File: config.mk
export PLATFORM = sky130hd
export DESIGN_NAME = plot_arbiter
export DESIGN_NICKNAME = d
export VERILOG_FILES = /design/src/rtl/plot_arbiter.sv
export SDC_FILE = /design/constraint.sdc
export NUM_CORES = 1
export LEC_CHECK = 0
export ABC_CLOCK_PERIOD_IN_PS = 8260
export CAP_MARGIN = 15
export CORE_ASPECT_RATIO = 1.5
export CORE_MARGIN = 5
export CORE_UTILIZATION = 48
export CTS_BUF_LIST = sky130_fd_sc_hd__clkbuf_4 sky130_fd_sc_hd__clkbuf_8 sky130_fd_sc_hd__clkbuf_16
export CTS_CLUSTER_DIAMETER = 40
export DETAILED_ROUTE_END_ITERATION = 10
export PLACE_DENSITY_LB_ADDON = 0.08
export REMOVE_ABC_BUFFERS = 1
export SYNTH_ARGS = -nofsm -noshare
export SYNTH_HDL_FRONTEND = slang
export SYNTH_SLANG_ARGS = --single-unit
File: constraint.sdc
create_clock -name clk -period 8.26 [get_ports clk]
set_input_delay 1.652 -clock clk [delete_from_list [all_inputs] [get_ports clk]]
set_output_delay 1.652 -clock clk [all_outputs]
set_load 0.005 [all_outputs]
File: src/rtl/plot_arbiter.sv
// plot_arbiter: round-robin arbiter serialising ball/paddle/block rectangle commands onto one plot engine.
// Latency: grant is combinational in IDLE; first plot_start can issue the cycle after grant; done follows the last plot_done by one cycle.
// Backpressure: requesters hold req until grant; commands stall while plot_busy=1; a watchdog bounds every engine wait.
// Optional erase-before-draw phase is built only when PLOT_ARBITER_ERASE_EN is defined.
module plot_arbiter #(
    parameter logic [2:0] ERASE_COLOUR   = 3'b000,
    parameter logic [2:0] BALL_COLOUR    = 3'b111,
    parameter logic [2:0] PADDLE_COLOUR  = 3'b010,
    parameter logic [2:0] BLOCK_COLOUR   = 3'b100,
    parameter int         TIMEOUT_CYCLES = 65535,
    parameter int         MAX_X          = 159,
    parameter int         MAX_Y          = 119
) (
    input  logic        clk,
    input  logic        reset,
    input  logic [2:0]  req,
    input  logic [23:0] req_newX,
    input  logic [20:0] req_newY,
    input  logic [23:0] req_oldX,
    input  logic [20:0] req_oldY,
    input  logic [23:0] req_sizeX,
    input  logic [20:0] req_sizeY,
    output logic [2:0]  grant,
    output logic [2:0]  done,
    output logic [7:0]  plot_x,
    output logic [6:0]  plot_y,
    output logic [7:0]  plot_w,
    output logic [6:0]  plot_h,
    output logic [2:0]  plot_colour,
    output logic        plot_start,
    input  logic        plot_busy,
    input  logic        plot_done,
    output logic [1:0]  object,
    output logic        busy,
    output logic        timeout_err
);

    // Watchdog counts 0 .. TIMEOUT_CYCLES-1 inside a wait state.
    localparam int                WD_W    = (TIMEOUT_CYCLES > 1) ? $clog2(TIMEOUT_CYCLES) : 1;
    localparam logic [WD_W-1:0]   WD_LAST = WD_W'(TIMEOUT_CYCLES - 1);

    // Screen limits, widened by one bit so MAX+1 never wraps.
    localparam logic [8:0] X_LAST = 9'(MAX_X);
    localparam logic [8:0] X_END  = 9'(MAX_X + 1);
    localparam logic [7:0] Y_LAST = 8'(MAX_Y);
    localparam logic [7:0] Y_END  = 8'(MAX_Y + 1);

    typedef enum logic [2:0] {
        IDLE        = 3'd0,
        ERASE_START = 3'd1,
        ERASE_WAIT  = 3'd2,
        DRAW_START  = 3'd3,
        DRAW_WAIT   = 3'd4,
        FINISH      = 3'd5
    } state_t;

    state_t          state;
    state_t          state_nxt;

    // Owner of the operation in progress (also the round-robin pointer).
    logic [1:0]      last_winner;

    // Coordinates latched at grant so later req changes cannot disturb the operation.
    logic [7:0]      new_x;
    logic [6:0]      new_y;
    logic [7:0]      old_x;
    logic [6:0]      old_y;
    logic [7:0]      size_x;
    logic [6:0]      size_y;

    // Last issued command, presented on the plot outputs between strobes.
    logic [7:0]      hold_x;
    logic [6:0]      hold_y;
    logic [7:0]      hold_w;
    logic [6:0]      hold_h;
    logic [2:0]      hold_colour;

    logic [WD_W-1:0] wd;
    logic            in_wait;
    logic            wd_fire;

    logic [1:0]      pick;
    logic            pick_vld;
    logic [1:0]      cand;

    logic            erase_phase;
    logic [7:0]      cmd_x;
    logic [6:0]      cmd_y;
    logic [7:0]      cmd_w;
    logic [6:0]      cmd_h;
    logic [2:0]      cmd_colour;
    logic            cmd_empty;
    logic [8:0]      avail_x;
    logic [7:0]      avail_y;

    function automatic logic [7:0] sel8(input logic [23:0] v, input logic [1:0] i);
        case (i)
            2'd0:    return v[7:0];
            2'd1:    return v[15:8];
            default: return v[23:16];
        endcase
    endfunction

    function automatic logic [6:0] sel7(input logic [20:0] v, input logic [1:0] i);
        case (i)
            2'd0:    return v[6:0];
            2'd1:    return v[13:7];
            default: return v[20:14];
        endcase
    endfunction

    function automatic logic [2:0] onehot3(input logic [1:0] i);
        case (i)
            2'd0:    return 3'b001;
            2'd1:    return 3'b010;
            default: return 3'b100;
        endcase
    endfunction

    function automatic logic [1:0] rr_next(input logic [1:0] i);
        case (i)
            2'd0:    return 2'd1;
            2'd1:    return 2'd2;
            default: return 2'd0;
        endcase
    endfunction

    // Round-robin search starting one past the previous winner.
    always_comb begin
        pick     = 2'd0;
        pick_vld = 1'b0;
        cand     = rr_next(last_winner);
        for (int k = 0; k < 3; k++) begin
            if (!pick_vld && req[cand]) begin
                pick     = cand;
                pick_vld = 1'b1;
            end
            cand = rr_next(cand);
        end
    end

    // Current phase command: position, colour and clipped size.
    always_comb begin
        erase_phase = (state == ERASE_START) || (state == ERASE_WAIT);
        cmd_x       = erase_phase ? old_x : new_x;
        cmd_y       = erase_phase ? old_y : new_y;
        if (erase_phase) begin
            cmd_colour = ERASE_COLOUR;
        end else begin
            case (last_winner)
                2'd0:    cmd_colour = BALL_COLOUR;
                2'd1:    cmd_colour = PADDLE_COLOUR;
                default: cmd_colour = BLOCK_COLOUR;
            endcase
        end
        avail_x   = ({1'b0, cmd_x} > X_LAST) ? 9'd0 : (X_END - {1'b0, cmd_x});
        avail_y   = ({1'b0, cmd_y} > Y_LAST) ? 8'd0 : (Y_END - {1'b0, cmd_y});
        cmd_w     = ({1'b0, size_x} < avail_x) ? size_x : avail_x[7:0];
        cmd_h     = ({1'b0, size_y} < avail_y) ? size_y : avail_y[6:0];
        cmd_empty = (cmd_w == 8'd0) || (cmd_h == 7'd0);
    end

    assign in_wait = (state == ERASE_WAIT) || (state == DRAW_WAIT);
    assign wd_fire = in_wait && !plot_done && (wd == WD_LAST);

    // State register.
    always_ff @(posedge clk or posedge reset) begin
        if (reset) begin
            state <= IDLE;
        end else begin
            state <= state_nxt;
        end
    end

    // Next-state and strobe outputs.
    always_comb begin
        state_nxt  = state;
        grant      = 3'b000;
        done       = 3'b000;
        plot_start = 1'b0;
        case (state)
            IDLE: begin
                if (pick_vld) begin
                    grant = onehot3(pick);
`ifdef PLOT_ARBITER_ERASE_EN
                    state_nxt = ERASE_START;
`else
                    state_nxt = DRAW_START;
`endif
                end
            end
            ERASE_START: begin
                if (cmd_empty) begin
                    state_nxt = DRAW_START;
                end else if (!plot_busy) begin
                    plot_start = 1'b1;
                    state_nxt  = ERASE_WAIT;
                end
            end
            ERASE_WAIT: begin
                if (plot_done || wd_fire) begin
                    state_nxt = DRAW_START;
                end
            end
            DRAW_START: begin
                if (cmd_empty) begin
                    state_nxt = FINISH;
                end else if (!plot_busy) begin
                    plot_start = 1'b1;
                    state_nxt  = DRAW_WAIT;
                end
            end
            DRAW_WAIT: begin
                if (plot_done || wd_fire) begin
                    state_nxt = FINISH;
                end
            end
            FINISH: begin
                done      = onehot3(last_winner);
                state_nxt = IDLE;
            end
            default: begin
                state_nxt = IDLE;
            end
        endcase
    end

    // Latch winner and its coordinates when a grant is issued.
    always_ff @(posedge clk or posedge reset) begin
        if (reset) begin
            last_winner <= 2'd2;
            new_x       <= 8'd0;
            new_y       <= 7'd0;
            old_x       <= 8'd0;
            old_y       <= 7'd0;
            size_x      <= 8'd0;
            size_y      <= 7'd0;
        end else if ((state == IDLE) && pick_vld) begin
            last_winner <= pick;
            new_x       <= sel8(req_newX, pick);
            new_y       <= sel7(req_newY, pick);
            old_x       <= sel8(req_oldX, pick);
            old_y       <= sel7(req_oldY, pick);
            size_x      <= sel8(req_sizeX, pick);
            size_y      <= sel7(req_sizeY, pick);
        end
    end

    // Remember each issued command so the outputs stay stable between strobes.
    always_ff @(posedge clk or posedge reset) begin
        if (reset) begin
            hold_x      <= 8'd0;
            hold_y      <= 7'd0;
            hold_w      <= 8'd0;
            hold_h      <= 7'd0;
            hold_colour <= 3'd0;
        end else if (plot_start) begin
            hold_x      <= cmd_x;
            hold_y      <= cmd_y;
            hold_w      <= cmd_w;
            hold_h      <= cmd_h;
            hold_colour <= cmd_colour;
        end
    end

    // Watchdog: restart on every wait entry, flag a sticky error when it expires.
    always_ff @(posedge clk or posedge reset) begin
        if (reset) begin
            wd          <= '0;
            timeout_err <= 1'b0;
        end else begin
            if (in_wait && !plot_done && !wd_fire) begin
                wd <= wd + WD_W'(1);
            end else begin
                wd <= '0;
            end
            if (wd_fire) begin
                timeout_err <= 1'b1;
            end
        end
    end

    // Plot outputs: live command during the strobe, held command otherwise.
    always_comb begin
        plot_x      = plot_start ? cmd_x      : hold_x;
        plot_y      = plot_start ? cmd_y      : hold_y;
        plot_w      = plot_start ? cmd_w      : hold_w;
        plot_h      = plot_start ? cmd_h      : hold_h;
        plot_colour = plot_start ? cmd_colour : hold_colour;
    end

    assign busy   = (state != IDLE);
    assign object = busy ? last_winner : 2'b11;

endmodule

==> qor.txt <==
======================================================================================
Result of the run .......................................................    completed
Maxcap violations .......................................................            0
Clock insertion delay at the later pin of the skew report ...............      0.35 ns
Final number of setup-violating endpoints ...............................            0
Synthesized netlist cell count ..........................................          680
Overall routing resource usage ..........................................        0.251
Die X ...................................................................       103 um
Clock tree sinks ........................................................          100
Pin count of the biggest net entering global routing ....................           96
Area of the die .........................................................   15,300 um2
Family of cells with the greatest summed delay on the critical path ..... compound AO/OA/AOI/OAI gates
Worst slack at placement ................................................     0.181 ns
Netlist area before placement ...........................................     6170 um2
Via count of the first global-routing pass ..............................        6,071
Number of buffer cells added on primary ports ...........................          185
Critical path's slowest cell ............................................ sky130_fd_sc_hd__or4b_2
Delay of the slowest cell on the worst path .............................      0.63 ns
Top-count cell post-synth ............................................... sky130_fd_sc_hd__dfrtp_1
Achievable Freq .........................................................    0.128 GHz
Worst Tran Pin Value ....................................................     0.909 ns
Warnings, synthesis .....................................................            0
Post-synthesis cell type with the largest combined area ................. sky130_fd_sc_hd__dfrtp_1
Min setup slack post-route ..............................................     0.461 ns
Sequential share of the synthesized area ................................        0.406
Top Ports ...............................................................          186
Estimated wirelength of the detail-placed design ........................    13,600 um
Residual DRC ............................................................            0
Critical path cell sequence ............................................. xor2_1 -> buf_4 -> nand2_1 -> mux2i_1 -> ha_1 -> or4b_2 -> nand2_1 -> xnor2_1 -> a22oi_1 -> ha_1 -> a21o_1 -> a211o_1 -> a2111oi_4 -> nor2_2 -> nand4_4 -> nand4_4 -> buf_4 -> mux2_4 -> clkdlybuf4s50_1
Post-layout net count ...................................................        1,009
Number of antenna violations at the first check in global routing .......            0
Share of layout cells above drive strength 1 ............................       0.0946
Overall power ...........................................................      3.90 mW
Data required time at the worst endpoint ................................      6.61 ns
Starting density of the core ............................................        0.490
Count of cell types in the netlist ......................................           54
Clock slew seen by the registers of the worst setup and hold paths ......      0.07 ns
Min cycle time layout ...................................................      7.80 ns
Global-route track usage on met1 ........................................        0.285
Static leakage power ....................................................      3.59 nW
Post-route antenna net violation count ..................................            0
Arrival time at the worst endpoint ......................................      6.15 ns
Met2 global-route usage .................................................        0.442
Largest driver fanout on the critical path ..............................           10
Diodes inserted .........................................................            0
Dominant register cell in the synthesized netlist ....................... sky130_fd_sc_hd__dfrtp_1
Routed vias .............................................................        5,907
Avg Vias per Cell .......................................................         5.84
Synth top area cells .................................................... sky130_fd_sc_hd__dfrtp_1, sky130_fd_sc_hd__nand2_1, sky130_fd_sc_hd__nor2_1, sky130_fd_sc_hd__a22oi_1, sky130_fd_sc_hd__mux2_4
Die Ht ..................................................................       149 um
Worst hold path class ................................................... flop to flop
Max-Slew Margin vs Limit ................................................        0.394
Final-report max-slew violation count ...................................            0
Drt wl/cell .............................................................      18.5 um
Final Cycle Share .......................................................        0.944
Mean cell area of the mapped netlist ....................................     9.07 um2
Floorplan row count .....................................................           50
Crit. End Element .......................................................  output port
Number of buffers added by the clock tree synthesis step ................            9
Total wire length .......................................................    18,700 um
Weighted congestion reported at the end of routability-driven placement .        0.913
Area share of the largest cell type after synthesis .....................        0.402
Clock root cell ......................................................... sky130_fd_sc_hd__clkbuf_16
Iteration-0 DRC count of the detailed router ............................          179
Power density of the placed cells .......................................   457 nW/um2
Worst Path Class, Setup ................................................. flop to output port
Met3 Resource Use GR ....................................................       0.0557
TNS Setup ...............................................................         0 ns
Clock skew ..............................................................   0.00683 ns
TritonCTS clock tree ....................................................         done
Placeable core region ...................................................   12,600 um2
Busiest grt layer .......................................................         met2
Top post-synthesis cells by count ....................................... sky130_fd_sc_hd__dfrtp_1, sky130_fd_sc_hd__nand2_1, sky130_fd_sc_hd__nor2_1, sky130_fd_sc_hd__a22oi_1, sky130_fd_sc_hd__a31oi_1
# H-tree levels .........................................................            3
WHS .....................................................................     0.493 ns
Final hold violation count ..............................................            0
Global-route wire length before repair ..................................    30,200 um
Worst setup SP type .....................................................         flop
Total iterations of the first detailed-routing run ......................            5
Worst IR Drop VDD .......................................................       244 uV
Max Buffers Root-to-Sink ................................................            2
Number of flops mapped to enable cells by yosys .........................            0
Area Overhead vs Synth ..................................................        38.4%
Async set-or-reset flop fraction in the synthesized netlist .............         1.00
Unrepaired setup endpoints after global routing .........................        false
Global-route congestion overflow total ..................................            0
Synthesis-stage register bit count ......................................          100
Worst Path Buf+Inv ......................................................            3
======================================================================================
[final cells by class]
type / instances / area (um2)
Fill cell: 1028 / 4040
Multi-Input combinational cell: 521 / 3440
Sequential cell: 100 / 2500
Timing Repair Buffer: 200 / 2010
Clock buffer: 13 / 268
Tap cell: 156 / 195
Inverter: 19 / 73.8
Clock inverter: 3 / 46.3
[worst paths after layout]
check | slack [ns] | cells past startpoint | from | to
worst max-delay path | 0.46 | 19 | state[0] | plot_h[4]
worst min-delay path | 0.49 | 1 | hold_w[2] | hold_w[2]
worst max register to register | 2.80 | 18 | state[0] | hold_h[1]
worst min register to register | 0.49 | 1 | hold_w[2] | hold_w[2]
max in group asynchronous | 5.41 | 3 | reset | hold_colour[2]
min in group asynchronous | 1.72 | 2 | reset | size_x[5]
[registers in the layout, summed over array words and instances (netlist names)]
signal / cells
size_x: 8
timeout_err: 1
old_y: 7
last_winner: 2
state: 3
new_y: 7
hold_x: 8
hold_y: 7
size_y: 7
old_x: 8
hold_w: 8
wd: 16
hold_h: 7
new_x: 8
hold_colour: 3
[metrics by stage]
step	utilization	instance area [um2]	instances
4_1_cts	0.670	8430	1004
2_1_floorplan	-	5970	639
5_1_grt	0.679	8530	1012
3_3_place_gp	0.644	8090	987
6_report	0.679	8530	1012
3_5_place_dp	0.644	8090	987
[layer usage]
metal / part of all wire / vias up
met1: 0.38 / 2832
met2: 0.52 / 212
met3: 0.056 / 52
met5: 0 / -
met4: 0.043 / 0
li1: - / 2811
[power breakdown]
group / internal (mW) / switching, mW
clock: 0.260 / 0.189
combinational: 1.22 / 1.29
sequential: 0.707 / 0.232
total: 2.19 / 1.72
[logic make-up (layout without fill, tap and decap cells)]
| family | Yosys count | count (layout) | share of synthesized area |
|---|---|---|---|
| compound gates | 170 | 170 | 0.194 |
| xor+xnor | 27 | 27 | 0.0414 |
| fa+ha+maj | 16 | 16 | 0.0325 |
| buf+inv | 60 | 235 | 0.0426 |
| flops | 100 | 100 | 0.406 |
| mux | 43 | 43 | 0.0889 |
| simple gates | 264 | 265 | 0.195 |
[layout by cell type, fill, tap and decap left out, types with 7 or more instances in the layout]
cell type and instances:
sky130_fd_sc_hd__clkdlybuf4s50_1 185, sky130_fd_sc_hd__dfrtp_1 99, sky130_fd_sc_hd__nand2_1 98, sky130_fd_sc_hd__nor2_1 91
sky130_fd_sc_hd__a31oi_1 46, sky130_fd_sc_hd__a22oi_1 46, sky130_fd_sc_hd__mux2_4 22, sky130_fd_sc_hd__inv_1 18
sky130_fd_sc_hd__ha_1 16, sky130_fd_sc_hd__a21oi_1 15, sky130_fd_sc_hd__o21ai_0 15, sky130_fd_sc_hd__mux2i_1 15
sky130_fd_sc_hd__xor2_1 14, sky130_fd_sc_hd__nand3_1 13, sky130_fd_sc_hd__xnor2_1 12, sky130_fd_sc_hd__buf_4 12
sky130_fd_sc_hd__nor3_1 10, sky130_fd_sc_hd__nand4_1 10, sky130_fd_sc_hd__o31ai_1 9, sky130_fd_sc_hd__clkbuf_16 9
sky130_fd_sc_hd__o211ai_1 7
[repair_timing]
item / in CTS / in global routing
buffers inserted: 0 / 7
resized for setup: 1 / 0
pin swaps: 0 / 3
gates cloned: 1 / 0
hold buffers: 0 / 0
setup endpoints to repair: 33 / 33
No activity file was read; power rests on OpenSTA's default activity.
